File: config.mk
export PLATFORM = sky130hd
export DESIGN_NAME = vga_fb_scanout
export DESIGN_NICKNAME = d
export VERILOG_FILES = /design/src/rtl/vga_pkg.sv /design/src/rtl/vga_timing_gen.sv /design/src/rtl/vga_fb_scanout.sv
export SDC_FILE = /design/constraint.sdc
export NUM_CORES = 1
export LEC_CHECK = 0
export CAP_MARGIN = 15
export CORE_ASPECT_RATIO = 0.9
export CORE_MARGIN = 8
export CORE_UTILIZATION = 54
export CTS_BUF_LIST = sky130_fd_sc_hd__clkbuf_16
export DETAILED_ROUTE_END_ITERATION = 8
export MAX_ROUTING_LAYER = met4
export PLACE_DENSITY_LB_ADDON = 0.25
export SYNTH_ARGS = -nofsm -noshare
export SYNTH_HDL_FRONTEND = slang
export SYNTH_SLANG_ARGS = --single-unit
File: constraint.sdc
create_clock -name clk -period 5.2 [get_ports clk]
set_input_delay 1.56 -clock clk [delete_from_list [all_inputs] [get_ports clk]]
set_output_delay 1.56 -clock clk [all_outputs]
set_load 0.02 [all_outputs]
File: src/rtl/vga_pkg.sv
// Shared timing constants, framebuffer geometry and pixel payload types for the VGA scanout.
package vga_pkg;

  localparam int unsigned H_VIS   = 640;
  localparam int unsigned H_FP    = 16;
  localparam int unsigned H_SYNC  = 96;
  localparam int unsigned H_BP    = 48;
  localparam int unsigned H_TOTAL = H_VIS + H_FP + H_SYNC + H_BP;
  localparam int unsigned H_SYNC_START = H_VIS + H_FP;
  localparam int unsigned H_SYNC_END   = H_SYNC_START + H_SYNC;

  localparam int unsigned V_VIS   = 480;
  localparam int unsigned V_FP    = 10;
  localparam int unsigned V_SYNC  = 2;
  localparam int unsigned V_BP    = 33;
  localparam int unsigned V_TOTAL = V_VIS + V_FP + V_SYNC + V_BP;
  localparam int unsigned V_SYNC_START = V_VIS + V_FP;
  localparam int unsigned V_SYNC_END   = V_SYNC_START + V_SYNC;

  localparam int unsigned CELL_SHIFT = 3;
  localparam int unsigned FB_COLS    = 80;
  localparam int unsigned FB_ROWS    = 60;
  localparam int unsigned FB_DEPTH   = FB_COLS * FB_ROWS;

  localparam int unsigned HW     = 10;
  localparam int unsigned VW     = 10;
  localparam int unsigned COL_W  = 7;
  localparam int unsigned ROW_W  = 6;
  localparam int unsigned ADDR_W = 13;
  localparam int unsigned RGB_W  = 24;
  localparam int unsigned DAC_W  = 10;

  typedef struct packed {
    logic [7:0] r;
    logic [7:0] g;
    logic [7:0] b;
  } rgb24_t;

  typedef struct packed {
    logic vis;
    logic hs_n;
    logic vs_n;
  } sync_t;

  localparam sync_t SYNC_IDLE = '{vis: 1'b0, hs_n: 1'b1, vs_n: 1'b1};

  // Replicate the top bits so full-scale 8-bit maps to full-scale 10-bit.
  function automatic logic [DAC_W-1:0] exp8to10(input logic [7:0] c);
    return {c, c[7:6]};
  endfunction

  // row*80 + col, with the multiply folded into two shifts.
  function automatic logic [ADDR_W-1:0] cell_addr(input logic [ROW_W-1:0] row,
                                                   input logic [COL_W-1:0] col);
    return (ADDR_W'(row) << 6) + (ADDR_W'(row) << 4) + ADDR_W'(col);
  endfunction

endpackage

File: src/rtl/vga_timing_gen.sv
// 640x480@60 timing: pixel enable at clk/2, h/v counters, stage-0 sync decode and frame strobe.
module vga_timing_gen
  import vga_pkg::*;
(
  input  logic             clk,
  input  logic             rst_n,
  output logic             pix_en_o,
  output logic             vga_clk_o,
  output logic [COL_W-1:0] col_o,
  output logic [ROW_W-1:0] row_o,
  output sync_t            sync_o_c,
  output logic             frame_start_o
);

  logic          pix_en_q, pix_en_d;
  logic          vga_clk_q, vga_clk_d;
  logic [HW-1:0] h_q, h_d;
  logic [VW-1:0] v_q, v_d;
  logic          fs_q, fs_d;

  // Counter advance and frame strobe, both gated by the pixel tick.
  always_comb begin
    pix_en_d  = ~pix_en_q;
    vga_clk_d = pix_en_q;
    h_d       = h_q;
    v_d       = v_q;
    fs_d      = 1'b0;
    if (pix_en_q) begin
      fs_d = (h_q == '0) && (v_q == VW'(V_VIS));
      if (h_q == HW'(H_TOTAL - 1)) begin
        h_d = '0;
        v_d = (v_q == VW'(V_TOTAL - 1)) ? '0 : v_q + VW'(1);
      end else begin
        h_d = h_q + HW'(1);
      end
    end
  end

  always_ff @(posedge clk or negedge rst_n) begin
    if (!rst_n) begin
      pix_en_q  <= 1'b0;
      vga_clk_q <= 1'b1;
      h_q       <= '0;
      v_q       <= '0;
      fs_q      <= 1'b0;
    end else begin
      pix_en_q  <= pix_en_d;
      vga_clk_q <= vga_clk_d;
      h_q       <= h_d;
      v_q       <= v_d;
      fs_q      <= fs_d;
    end
  end

  always_comb begin
    sync_o_c      = SYNC_IDLE;
    sync_o_c.vis  = (h_q < HW'(H_VIS)) && (v_q < VW'(V_VIS));
    sync_o_c.hs_n = !((h_q >= HW'(H_SYNC_START)) && (h_q < HW'(H_SYNC_END)));
    sync_o_c.vs_n = !((v_q >= VW'(V_SYNC_START)) && (v_q < VW'(V_SYNC_END)));
  end

  assign pix_en_o      = pix_en_q;
  assign vga_clk_o     = vga_clk_q;
  assign col_o         = h_q[CELL_SHIFT +: COL_W];
  assign row_o         = v_q[CELL_SHIFT +: ROW_W];
  assign frame_start_o = fs_q;

endmodule

File: src/rtl/vga_fb_scanout.sv
// Framebuffer read side: issues cell addresses from the raster position and drives the VGA DAC pins.
module vga_fb_scanout
  import vga_pkg::*;
(
  input  logic              clk,
  input  logic              rst_n,
  output logic [ADDR_W-1:0] mem_raddr,
  input  logic [RGB_W-1:0]  mem_rdata,
  output logic [DAC_W-1:0]  VGA_R,
  output logic [DAC_W-1:0]  VGA_G,
  output logic [DAC_W-1:0]  VGA_B,
  output logic              VGA_HS,
  output logic              VGA_VS,
  output logic              VGA_BLANK,
  output logic              VGA_SYNC,
  output logic              VGA_CLK,
  output logic              frame_start
);

  logic [1:0] rst_sync_q;
  logic       rst_int_n;

  // Reset asserts asynchronously but releases on a clock edge.
  always_ff @(posedge clk or negedge rst_n) begin
    if (!rst_n) rst_sync_q <= '0;
    else        rst_sync_q <= {rst_sync_q[0], 1'b1};
  end
  assign rst_int_n = rst_sync_q[1];

  logic             pix_en;
  logic [COL_W-1:0] col;
  logic [ROW_W-1:0] row;
  sync_t            sync0_c;

  vga_timing_gen u_timing (
    .clk           (clk),
    .rst_n         (rst_int_n),
    .pix_en_o      (pix_en),
    .vga_clk_o     (VGA_CLK),
    .col_o         (col),
    .row_o         (row),
    .sync_o_c      (sync0_c),
    .frame_start_o (frame_start)
  );

  rgb24_t            rgb;
  logic [ADDR_W-1:0] raddr_q, raddr_d;
  sync_t             sync1_q, sync1_d;
  logic [DAC_W-1:0]  r_q, r_d, g_q, g_d, b_q, b_d;
  logic              hs_q, hs_d, vs_q, vs_d, blank_q, blank_d;

  assign rgb = rgb24_t'(mem_rdata);

  // Stage 1 issues the read; stage 2 picks up rdata one pixel tick later with the delayed syncs.
  always_comb begin
    raddr_d = raddr_q;
    sync1_d = sync1_q;
    r_d     = r_q;
    g_d     = g_q;
    b_d     = b_q;
    hs_d    = hs_q;
    vs_d    = vs_q;
    blank_d = blank_q;
    if (pix_en) begin
      if (sync0_c.vis) raddr_d = cell_addr(row, col);
      sync1_d = sync0_c;
      r_d     = sync1_q.vis ? exp8to10(rgb.r) : '0;
      g_d     = sync1_q.vis ? exp8to10(rgb.g) : '0;
      b_d     = sync1_q.vis ? exp8to10(rgb.b) : '0;
      hs_d    = sync1_q.hs_n;
      vs_d    = sync1_q.vs_n;
      blank_d = sync1_q.vis;
    end
  end

  always_ff @(posedge clk or negedge rst_int_n) begin
    if (!rst_int_n) begin
      raddr_q <= '0;
      sync1_q <= SYNC_IDLE;
      r_q     <= '0;
      g_q     <= '0;
      b_q     <= '0;
      hs_q    <= 1'b1;
      vs_q    <= 1'b1;
      blank_q <= 1'b0;
    end else begin
      raddr_q <= raddr_d;
      sync1_q <= sync1_d;
      r_q     <= r_d;
      g_q     <= g_d;
      b_q     <= b_d;
      hs_q    <= hs_d;
      vs_q    <= vs_d;
      blank_q <= blank_d;
    end
  end

  assign mem_raddr = raddr_q;
  assign VGA_R     = r_q;
  assign VGA_G     = g_q;
  assign VGA_B     = b_q;
  assign VGA_HS    = hs_q;
  assign VGA_VS    = vs_q;
  assign VGA_BLANK = blank_q;
  assign VGA_SYNC  = 1'b0;

endmodule

## Yosys cells after proc, flatten, opt, wreduce, memory -nomap -nowiden

Index checks and enable logic that the tools add are counted.

| storage, ports and cells | value |
|---|---|
| bits of input ports | 26 |
| output and inout bits | 49 |
| bits in registers | 74 |
| logic and storage cells | 45 |

| cells by class | value |
|---|---|
| bitwise operators | 1 |
| $add $sub $neg | 4 |
| multiplexer cells | 6 |
| reduce and logical (&&, ||, !) cells | 9 |
| $lt $le $gt $ge | 6 |
| equality and inequality tests | 3 |

Operators by type and width:

| cell | number |
|---|---|
| $mux W10 | 5 |
| $add A10 B1 Y10 const B | 2 |
| $eq A10 B10 Y1 const B | 2 |
| $lt A10 B10 Y1 const B | 2 |
| $lt A10 B9 Y1 const B | 2 |
| $add A12 B10 Y13 | 1 |
| $add A13 B7 Y13 | 1 |
| $eq A10 B9 Y1 const B | 1 |
| $ge A10 B10 Y1 const B | 1 |
| $ge A10 B9 Y1 const B | 1 |
| $logic_not A10 Y1 | 1 |
| $logic_and A1 B1 Y1 | 4 |
| $reduce_and A2 Y1 | 2 |
| $logic_not A1 Y1 | 2 |
| $mux W1 | 1 |
| $not A1 Y1 | 1 |

## Longest topological paths before layout

| logic depth | value |
|---|---|
| depth after elaboration | 3 |
| gate-level depth with buffers | 8 |
| mapped depth without buffers | 8 |

## Hierarchy

From an unflattened synthesis, not the netlist that was laid out.

| second synthesis, totals | value |
|---|---|
| cell total of the unflattened synthesis | 344 |
| area total of the unflattened synthesis | 3509.6 um^2 |

Modules (own cells, without submodules):

| module | seq. area each (um^2) | cells an instance | instances | area an instance (um^2) |
|---|---|---|---|---|
| vga_fb_scanout | 1131.1 | 207 | 1 | 2163.3 |
| vga_timing_gen | 576.8 | 137 | 1 | 1346.3 |

## Least setup slack after synthesis

OpenSTA, ideal clock, no wires.

| timing | value |
|---|---|
| path kind | register to register |
| start | reg u_timing.h_q[9] |
| end | reg raddr_q[10] (netlist: mem_raddr[10]) |
| data required time | 5104 ps |
| stages on the path, launching flop included | 9 |
| setup time | 96 ps |
| arrival | 2131 ps |
| setup slack | 2973 ps |
| buffers on the path | 0 |
| clock period less this slack | 2227 ps |
| path through | dfrtp_1 -> inv_1 -> fa_1 -> inv_1 -> ha_1 -> a211oi_1 -> o21ai_0 -> and3_1 -> o31ai_1 |

| on the way | value |
|---|---|
| word-level cells in the longest chain between the ends | 3 |
| elaborated cells on any way between the ends | 4 |
| classes of those cells | add/sub: 1; order compare: 1; reduce/logical: 2 |

Ends and longest elaborated chain:

| item | line | text |
|---|---|---|
| start, declared | vga_timing_gen.sv:17 | `logic [HW-1:0] h_q, h_d;` |
| start signal, assigned | vga_timing_gen.sv:43 | `h_q <= '0;` |
| start signal, assigned | vga_timing_gen.sv:49 | `h_q <= h_d;` |
| $lt A10 B10 Y1 | vga_timing_gen.sv:57 | `sync_o_c.vis = (h_q < HW'(H_VIS)) && (v_q < VW'(V_VIS));` |
| $logic_and A1 B1 Y1 | vga_timing_gen.sv:57 |  |
| $reduce_and A2 Y1 (no source line) | n/a |  |
| end signal, assigned | vga_fb_scanout.sv:87 | `raddr_q <= raddr_d;` |
| end, declared | vga_fb_scanout.sv:47 | `logic [ADDR_W-1:0] raddr_q, raddr_d;` |

Several ways; a longest one is shown, not always the timed one.
A chain may end at the register's enable or synchronous reset.

## Worst setup path in the final report

| timing | value |
|---|---|
| start | reg vs_q (netlist: VGA_VS) |
| end | out VGA_VS |

RTL lines:

| item | line | text |
|---|---|---|
| start, declared | vga_fb_scanout.sv:50 | `logic hs_q, hs_d, vs_q, vs_d, blank_q, blank_d;` |
| start signal, assigned | vga_fb_scanout.sv:93 | `vs_q <= vs_d;` |
| end, declared | vga_fb_scanout.sv:13 | `output logic VGA_VS,` |

No word-level cell between the ends.

==> flow_metrics.env <==
export IMPL_outcome="complete, no violations"
export IMPL_overflow=0
export IMPL_cts_htree_levels=3
export IMPL_viasPerCell=5.51
export IMPL_switching_share_pct=23.0
export IMPL_hold_viol_final=0
export IMPL_holdWs_ns=0.360
export IMPL_cellInternalPower_mw=0.899
export IMPL_mostFrequentLayoutCells="clkdlybuf4s50_1, dfrtp_1, inv_1"
export IMPL_drv_slew=0
export IMPL_p_total_mw=1.17
export IMPL_drt_pre_antenna_iters=4
export IMPL_critPathSlowestCell="clkdlybuf4s50_1"
export IMPL_final_area_um2=4310
export IMPL_async_reset_ff_share_pct=100
export IMPL_post_dp_hpwl_um=5260
export IMPL_cap_violations=0
export IMPL_start_kind="flop"
export IMPL_multiInputGateArea_um2=1350
export IMPL_power_leakage_nw=1.92
export IMPL_grt_max_degree=67
export IMPL_cp_top_family="buffers and inverters"
export IMPL_clkLatencyLatePin_ns=0.33
export IMPL_endpoint_kind="output pin"
export IMPL_cts_buffers=9
export IMPL_worst_slack_ns=2.20
export IMPL_cts_tree="done"
export IMPL_powerDensity_nw_per_um2=271
export IMPL_min_period_ns=3.00
export IMPL_hold_path_class="reg -> reg"
export IMPL_fillers=438
export IMPL_arrival_ns=1.44
export IMPL_pre_cts_ws_ns=2.54
export IMPL_path_cells="clkdlybuf4s50_1"
export IMPL_portBuffers=73
export IMPL_switchingPower_mw=0.269
export IMPL_wirelength_um=7500
export IMPL_grt_setup_unrepaired="false"
export IMPL_seqPwrFrac_pct=46.8
export IMPL_max_freq_ghz=0.333
export IMPL_syn_inst=328
export IMPL_cts_setup_buffers=0
export IMPL_yosys_area_top_type="dfrtp_1"
export IMPL_antenna_found_initial=0
export IMPL_relSlewSlack_pct=34.8
export IMPL_fin_nets=433
export IMPL_pin_count=75
export IMPL_grt_pass1_wl_um=12600
export IMPL_initial_core_util_pct=55.2
export IMPL_pwr_share_clk_pct=46.6
export IMPL_grt_pass1_vias=2555
export IMPL_synthesis_area_um2=3360
export IMPL_worst_pin_slew_ns=0.979
export IMPL_rows=27
export IMPL_synth_enable_flop_cells=0
export IMPL_dpl_instance_area_um2=4040
export IMPL_vias=2572
export IMPL_clock_sinks=68
export IMPL_synth_top_area_share_pct=47.0
export IMPL_cts_hold_fix_buffers=0
export IMPL_avgSynthCellArea_um2=10.2
export IMPL_skew_ns=0.00631
export IMPL_layout_commonest_cell="clkdlybuf4s50_1"
export IMPL_core_um2=6080
export IMPL_ant_nets=0
export IMPL_root_buffer="clkbuf_16"
export IMPL_path_class="reg -> out"
export IMPL_critical_path_required_ns=3.64
export IMPL_synth_cell_type_count=48
export IMPL_drt_iter0_drc=126
export IMPL_gr_usage_all_layers_pct=18.0
export IMPL_syn_to_final_growth_pct=28.4
export IMPL_crit_buf_inv=1
export IMPL_syn_nets=371
export IMPL_period_share_pct=57.8
export IMPL_cts_resized=0
export IMPL_synth_seq_cells=68
export IMPL_regArea_um2=1710
export IMPL_wl_per_cell_um=16.1
export IMPL_clk_pin_slew_ns=0.05
export IMPL_setup_tns_ns=0
export IMPL_ys_warn_count=0
export IMPL_synth_ff_type="dfrtp_1"
export IMPL_ys_seq_area_share_pct=50.9
export IMPL_cts_buffer_depth=2
export IMPL_crit_path_max_incr_delay_ns=0.60
export IMPL_drc=0
export IMPL_dieArea_um2=9000
export IMPL_die_h_um=90.8
export IMPL_crit_path_max_fanout=2
export IMPL_finalSetupViolations=0
export IMPL_num_antenna_cells=0
export IMPL_die_w_um=99.1
export IMPL_gp_congestion=0.844
export IMPL_ir_drop_mv=0.228
export IMPL_drive_gt1_share_pct=9.87
export IMPL_netlist_top_cells_area="dfrtp_1, ha_1, o21ai_0"
export IMPL_p_comb_share_pct=6.7
## state kept, by name, summed over array words and instances (netlist names)
register,cells
VGA_HS,1
mem_raddr,13
sync1_q,3
VGA_BLANK,1
VGA_B,8
rst_sync_q,2
VGA_G,8
u_timing.h_q,10
u_timing.pix_en_o,1
u_timing.v_q,10
VGA_R,8
VGA_VS,1
u_timing.frame_start_o,1
u_timing.vga_clk_o,1
## layer usage
metal	vias up	routed length, um	track usage, %
met5	-	0	-
met4	0	177	9.45
met3	13	459	4.16
met2	78	3380	26.5
met1	1239	3480	22.6
li1	1242	-	-
## path summary, 6_finish.rpt
path,start,endpoint,slack (ns),cells after the start
worst min register to register,rst_sync_q[0]$_DFF_PN0_,rst_sync_q[1]$_DFF_PN0_,0.36,0
max in group asynchronous,rst_n,rst_sync_q[1]$_DFF_PN0_,3.66,1
worst max-delay path,VGA_VS$_DFFE_PN1P_,VGA_VS,2.20,1
worst min-delay path,rst_sync_q[0]$_DFF_PN0_,rst_sync_q[1]$_DFF_PN0_,0.36,0
worst max register to register,u_timing.v_q[3]$_DFFE_PN0P_,mem_raddr[10]$_DFFE_PN0P_,2.63,8
min in group asynchronous,rst_sync_q[1]$_DFF_PN0_,VGA_G[8]$_DFFE_PN0P_,0.44,1
## power by group through the flow
stage | logic (mW) | registers, mW | clock network [mW]
2_1_floorplan | 0.0138 | 0.574 | 0
3_3_place_gp | 0.0779 | 0.554 | 0
3_5_place_dp | 0.0797 | 0.555 | 0
4_1_cts | 0.0799 | 0.546 | 0.552
5_1_grt | 0.0848 | 0.547 | 0.579
6_report | 0.0779 | 0.546 | 0.543
## area by class of cell
type / count / share of cell area, %
flip-flops and latches: 68 / 39.7
multi-input cells: 197 / 31.3
repair buffers: 74 / 17.1
clock buffers: 9 / 5.22
inverters: 40 / 3.48
well taps: 72 / 2.09
clock inverters: 7 / 1.04
## through the flow
step                      util [%]  std cells
after floorplan                  -        328
after global placement        66.4        451
after detailed placement      66.4        451
after CTS                     70.9        467
after global routing          70.9        467
final                         70.9        467
## cell families after synthesis
group,count (synthesis),share of synthesized area (%)
XOR/XNOR,14,3.65
adder cells (fa/ha/maj),17,6.79
other,2,0.224
multiplexers,9,3.02
flip-flops,68,50.9
AND/OR/NAND/NOR,97,16.6
AO/OA/AOI/OAI,58,10.0
buffers and inverters,63,8.84
## Yosys cell counts, types with 6 or more instances
master    number
and3_1         6
buf_4          9
clkbuf_1       7
dfrtp_1       63
ha_1          15
inv_1         40
mux2_2         9
nand2_1       12
nand3_1       30
nand4_1        9
nor2_1        14
o21ai_0       35
xnor2_1        8
xor2_1         6
Power figures use the tool's default switching activity.
